**src/rtl/slice_add_sequencer_pkg.sv**
```systemverilog
// Shared definitions for the slice-serial adder: FSM state encoding and default widths.
package slice_add_sequencer_pkg;

  typedef enum logic [1:0] {
    StIdle = 2'd0,
    StRun  = 2'd1,
    StDone = 2'd2
  } state_e;

  localparam int unsigned DefaultN = 32;
  localparam int unsigned DefaultW = 4;

endpackage

```
**src/rtl/ripple_carry_adder_4_bit.sv**
```systemverilog
// Four-bit ripple-carry adder used as the shared slice adder of the sequencer.
module ripple_carry_adder_4_bit (
  input  logic [3:0] a_i,
  input  logic [3:0] b_i,
  input  logic       cin_i,
  output logic [3:0] sum_o,
  output logic       cout_o
);

  logic [4:0] c;

  always_comb begin
    c     = '0;
    sum_o = '0;
    c[0]  = cin_i;
    for (int i = 0; i < 4; i++) begin
      sum_o[i]  = a_i[i] ^ b_i[i] ^ c[i];
      c[i + 1]  = (a_i[i] & b_i[i]) | (c[i] & (a_i[i] ^ b_i[i]));
    end
    cout_o = c[4];
  end

endmodule

```
**src/rtl/slice_add_sequencer.sv**
```systemverilog
// Slice-serial N-bit adder: one W-bit slice per clock through a single shared 4-bit adder.
// Optional subtract support is enabled with the SLICE_SUB_EN macro.
module slice_add_sequencer
  import slice_add_sequencer_pkg::*;
#(
  parameter int unsigned N = DefaultN,
  parameter int unsigned W = DefaultW
) (
  input  logic         clk,
  input  logic         rst,
  input  logic         in_valid,
  output logic         in_ready,
  input  logic [N-1:0] in1,
  input  logic [N-1:0] in2,
`ifdef SLICE_SUB_EN
  input  logic         op_sub,
`endif
  output logic         out_valid,
  input  logic         out_ready,
  output logic [N-1:0] sum,
  output logic         cout,
  output logic         of,
  output logic         busy
);

  localparam int unsigned Slices = N / W;
  localparam int unsigned IdxW   = (Slices > 1) ? $clog2(Slices) : 1;
  localparam logic [IdxW-1:0] LastIdx = IdxW'(Slices - 1);

  if ((N % W) != 0) begin : gen_bad_n
    $error("slice_add_sequencer: N must be a multiple of W");
  end
  if (W != 4) begin : gen_bad_w
    $error("slice_add_sequencer: W must be 4 to match the shared slice adder");
  end

  state_e          state_q, state_d;
  logic [N-1:0]    op1_q, op1_d, op2_q, op2_d, sum_q, sum_d;
  logic [IdxW-1:0] idx_q, idx_d;
  logic            carry_q, carry_d, cout_q, cout_d, of_q, of_d;
  logic            sub_q;

`ifdef SLICE_SUB_EN
  logic sub_d;
`else
  assign sub_q = 1'b0;
`endif

  int unsigned base;
  logic [W-1:0] slice_a, slice_b, slice_sum;
  logic         slice_cout;

  // Operand-slice multiplexing; the effective in2 is inverted for subtract.
  always_comb begin
    base    = W * 32'(idx_q);
    slice_a = op1_q[base +: W];
    slice_b = op2_q[base +: W] ^ {W{sub_q}};
  end

  ripple_carry_adder_4_bit u_slice_adder (
    .a_i    (slice_a),
    .b_i    (slice_b),
    .cin_i  (carry_q),
    .sum_o  (slice_sum),
    .cout_o (slice_cout)
  );

  always_comb begin
    state_d = state_q;
    op1_d   = op1_q;
    op2_d   = op2_q;
    sum_d   = sum_q;
    idx_d   = idx_q;
    carry_d = carry_q;
    cout_d  = cout_q;
    of_d    = of_q;
`ifdef SLICE_SUB_EN
    sub_d   = sub_q;
`endif
    unique case (state_q)
      StIdle: begin
        if (in_valid) begin
          op1_d   = in1;
          op2_d   = in2;
          idx_d   = '0;
`ifdef SLICE_SUB_EN
          sub_d   = op_sub;
          carry_d = op_sub;
`else
          carry_d = 1'b0;
`endif
          state_d = StRun;
        end
      end
      StRun: begin
        sum_d[base +: W] = slice_sum;
        carry_d          = slice_cout;
        if (idx_q == LastIdx) begin
          cout_d  = slice_cout;
          of_d    = (slice_a[W-1] == slice_b[W-1]) && (slice_sum[W-1] != slice_a[W-1]);
          state_d = StDone;
        end else begin
          idx_d = idx_q + 1'b1;
        end
      end
      StDone: begin
        if (out_ready) begin
          state_d = StIdle;
        end
      end
      default: state_d = StIdle;
    endcase
  end

  always_ff @(posedge clk or posedge rst) begin
    if (rst) begin
      state_q <= StIdle;
      op1_q   <= '0;
      op2_q   <= '0;
      sum_q   <= '0;
      idx_q   <= '0;
      carry_q <= 1'b0;
      cout_q  <= 1'b0;
      of_q    <= 1'b0;
`ifdef SLICE_SUB_EN
      sub_q   <= 1'b0;
`endif
    end else begin
      state_q <= state_d;
      op1_q   <= op1_d;
      op2_q   <= op2_d;
      sum_q   <= sum_d;
      idx_q   <= idx_d;
      carry_q <= carry_d;
      cout_q  <= cout_d;
      of_q    <= of_d;
`ifdef SLICE_SUB_EN
      sub_q   <= sub_d;
`endif
    end
  end

  assign in_ready  = (state_q == StIdle);
  assign out_valid = (state_q == StDone);
  assign busy      = (state_q == StRun) || (state_q == StDone);
  assign sum       = sum_q;
  assign cout      = cout_q;
  assign of        = of_q;

endmodule

```
**config.mk**
```make
export PLATFORM = sky130hd
export DESIGN_NAME = slice_add_sequencer
export DESIGN_NICKNAME = d
export VERILOG_FILES = /design/src/rtl/slice_add_sequencer_pkg.sv /design/src/rtl/ripple_carry_adder_4_bit.sv /design/src/rtl/slice_add_sequencer.sv
export SDC_FILE = /design/constraint.sdc
export NUM_CORES = 1
export LEC_CHECK = 0
export CAP_MARGIN = 20
export CORE_ASPECT_RATIO = 1.25
export CORE_MARGIN = 2
export CORE_UTILIZATION = 46
export DETAILED_ROUTE_END_ITERATION = 16
export PLACE_DENSITY_LB_ADDON = 0.1
export SYNTH_ARGS = -nofsm -noshare
export SYNTH_HDL_FRONTEND = slang
export SYNTH_SLANG_ARGS = --single-unit
```
**constraint.sdc**
```tcl
create_clock -name clk -period 3.4 [get_ports clk]
set_input_delay 0.34 -clock clk [delete_from_list [all_inputs] [get_ports clk]]
set_output_delay 0.34 -clock clk [all_outputs]
set_load 0.01 [all_outputs]
```
==> impl_summary.md <==
Critical path
The critical path endpoint category is a flop. The signal on the critical path passes through buf_12, mux4_2, mux2i_2, fa_1, fa_1, inv_1, fa_1, fa_1, inv_2, nor2_1, mux2_2. The largest fanout on the critical path is 19. The path depth of the worst reg2reg path is 11. The kind of start point of the critical path is a flop. The setup slack on the worst flop-to-flop path is 120 ps. The dominant delay contributor by cell family on the critical path is adder cells.

In this run the critical register-to-register path is launched from idx_q[0]. For the worst setup path, the data arrival time is 3510 ps. The library cell appearing most often on the critical path is fa_1. Together, buffers and inverters on the worst path number 3. The worst flop-to-flop path endpoint is sum[23].

The delay contributed by the slowest stage of the critical path is 540 ps. The critical path is of the reg2reg type. The slowest stage of the critical path is the mux4_2 cell. The data required time at the worst endpoint is 3630 ps.

Floorplan
The vertical extent of the die is 117.9 um. The starting density of the core is 0.4723. The core area is 10110 sq um. Row generation in the floorplan step produced 41 rows. Pin placement for this block handled 105 I/O pins. The width of the die is 95.11 um.

The total die area is 11210 sq um.

Timing
The count of final setup violators is 0. For the pin with the worst max-slew slack, the measured transition is 750.2 ps. The max-slew violation count came to 0. The maximum clock frequency is 305.0 MHz. The final number of hold-violating endpoints is 0. The worst path needs 3278 ps of the cycle, external delays included. Dividing the final minimum period by the clock period gives 0.9642. The clock tree skew after final layout is 9.265 ps.

Setup repair after global routing left no endpoint under its margin. Adding up every negative setup slack in the final design gives 0 ps. In this run the tightest slew margin relative to its limit is 0.4981. The worst path meets setup with 121.7 ps of slack.

Place
The HPWL reported at the end of detailed placement is 7.338 mm. The worst setup slack after placement is 90.98 ps. Port buffering added 104 buffers. The routability-driven placement congestion ratio is 0.7404.

Routing
After detailed routing, the number of remaining DRC violations is 0. Dividing the detail-routed wire length by the instance count gives 17.14 um. The sum of routed wire segments on met1 is 4.179 mm. After the first detailed-routing iteration, the DRC count stood at 117. The highest metal layer with signal wires is met4.

The length of routed met2 wiring is 5.345 mm. The first TritonRoute pass finished after 4 iterations. The detailed router placed 3028 vias in this run. The ratio of routed vias to standard cells is 5.203. The post-detailed-routing wire length is 9.976 mm. The remaining antenna violation count after routing is 0. The length of routed met3 wiring is 364 um.

Clocking
The number of clock buffers added by TritonCTS is 9. The buffer count from post-CTS setup fixing is 0. The clock net in this run drives a total of 104 sinks. The worst-skew pair later-pin latency is 340 ps. After clock tree synthesis, the clock-pin slew on the worst setup and hold paths is 70 ps. The maximum level of the CTS H-tree is 3. The cell chosen for the clock root is clkbuf_16. The clock passes through at most 2 buffers. The TritonCTS clock tree is yes.

The total of hold buffers inserted after clock tree synthesis is 0.

Yosys
The count of state elements after synthesis is 104. The sequential cell area fraction in the yosys report is 0.5452. Yosys mapped a number of flops with a built-in enable equal to 0. The most frequently used flop master after synthesis is dfrtp_1. Yosys printed 0 warnings. Counting distinct cell types in the post-synthesis netlist gives 28. The number of cells produced by synthesis is 336. The share of flip-flops with an asynchronous set or reset is 1.000. The mapped cell area is 4773 sq um. The synthesized area per cell is 14.21 sq um.

When the netlist entered floorplanning its net count stood at 419.

Layout
The fraction of layout cells with a size suffix above 1 is 0.3068. The top cell types in the final layout, fill and taps aside, are dfrtp_1, clkdlybuf4s50_1, mux2_2. The count of fill cells added during filler insertion is 826. Once layout is complete, the utilization of the core stands at 0.6298. The area of the multi-input gates is 2069 sq um. The footprint of the flip-flops and latches is 2603 sq um. After the last flow step, the layout net total stands at 531.

0 antenna diodes ended up in the layout. The layout overhead on the synthesized area is 33.34%.

Status
The flow ran to the end, and the final reports show no timing, DRC or antenna violations.

Power
In this run the static leakage power is 2.770 nW. The ratio of total power to cell area is 1024 nW/um^2. The maximum VDD drop is 471.4 uV.

Global route
Entering global routing, the biggest net connects 82 pins. The initial antenna violation count is 0. The via count of the first global-routing pass is 3192.

The overflow left after global routing is 0. The first global-routing pass estimated 16.46 mm of wire. The overall track demand over capacity in global routing is 0.1940.

Job
Across the run, the number of max-cap violations was 0.

Hold path
The classification of the worst-slack hold path is in2async.
==> layout make-up <==
| cell class | count | area share |
|---|---|---|
| timing repair buffer | 114 | 0.1830 |
| inverter | 12 | 0.007470 |
| clock inverter | 2 | 0.005504 |
| clock buffer | 14 | 0.04462 |
| sequential | 104 | 0.4089 |
| tap | 129 | 0.02536 |
| multi-input combinational | 207 | 0.3251 |
==> flip-flops by register name, summed over array words and instances (netlist names) <==
| register | count |
|---|---|
| sum | 32 |
| of | 1 |
| state_q | 2 |
| op1_q | 32 |
| carry_q | 1 |
| op2_q | 32 |
| idx_q | 3 |
| cout | 1 |
==> stage by stage <==
| step | power, mW | area, sq um | hold WS [ps] | std cells |
|---|---|---|---|---|
| 6_report | 6.515 | 6365 | 237.6 | 582 |
| 5_1_grt | 7.008 | 6365 | 227.7 | 582 |
| 3_3_place_gp | 5.324 | 5998 | 459.7 | 565 |
| 2_1_floorplan | 4.283 | 4773 | 473.9 | 336 |
| 4_1_cts | 6.533 | 6317 | 485.1 | 581 |
| 3_5_place_dp | 5.419 | 5998 | 470.1 | 565 |
==> logic make-up (layout without fill, tap and decap cells) <==
kind of cell / Yosys count / after routing / synth area share
adders and majority gates: 15 / 15 / 0.04561
AOI/OAI and AO/OA: 25 / 25 / 0.03146
DFF: 104 / 104 / 0.5452
buffers and inverters: 25 / 142 / 0.02516
and+or+nand+nor: 54 / 54 / 0.04797
muxes: 112 / 112 / 0.3012
xor gates and xnor gates: 1 / 1 / 0.003409
==> metal layers <==
layer  vias up  global-route usage
met5         -                   0
met4         0             0.06250
met3         6             0.04545
met2        66              0.3200
met1      1529              0.2506
li1       1427                   -
==> cell usage after synthesis, drive strengths merged, types with 3 or more instances <==
cell	number	area share
dfrtp	104	0.55
mux2	90	0.21
nand2	29	0.023
nor2	17	0.013
mux4	16	0.075
inv	12	0.0094
o21ai	12	0.013
buf	11	0.014
ha	11	0.029
mux2i	6	0.013
a21oi	5	0.0052
fa	4	0.017
a32oi	3	0.0055
nor2b	3	0.0039
==> power breakdown <==
| group | internal [mW] | switching [mW] |
|---|---|---|
| logic | 1.73 | 1.58 |
| registers | 1.80 | 0.324 |
| clock network | 0.650 | 0.433 |
| total | 4.18 | 2.33 |
==> timing repair <==
item,in CTS,in global routing
resized for setup,0,5
setup endpoints to repair,0,6
hold endpoints to repair,0,0
==> how the worst max path moves through the flow <==
stage / start / slack [ps] / cells after the start / endpoint
global placement: idx_q[0] / 160 / 11 / sum[15]
global route: idx_q[0] / 4 / 11 / sum[23]
detailed placement: idx_q[0] / 90 / 11 / sum[23]
CTS: idx_q[0] / 60 / 11 / sum[23]
floorplan: idx_q[0] / 150 / 11 / sum[23]
finish: idx_q[0] / 120 / 11 / sum[23]
No activity file was read; power rests on OpenSTA's default activity.
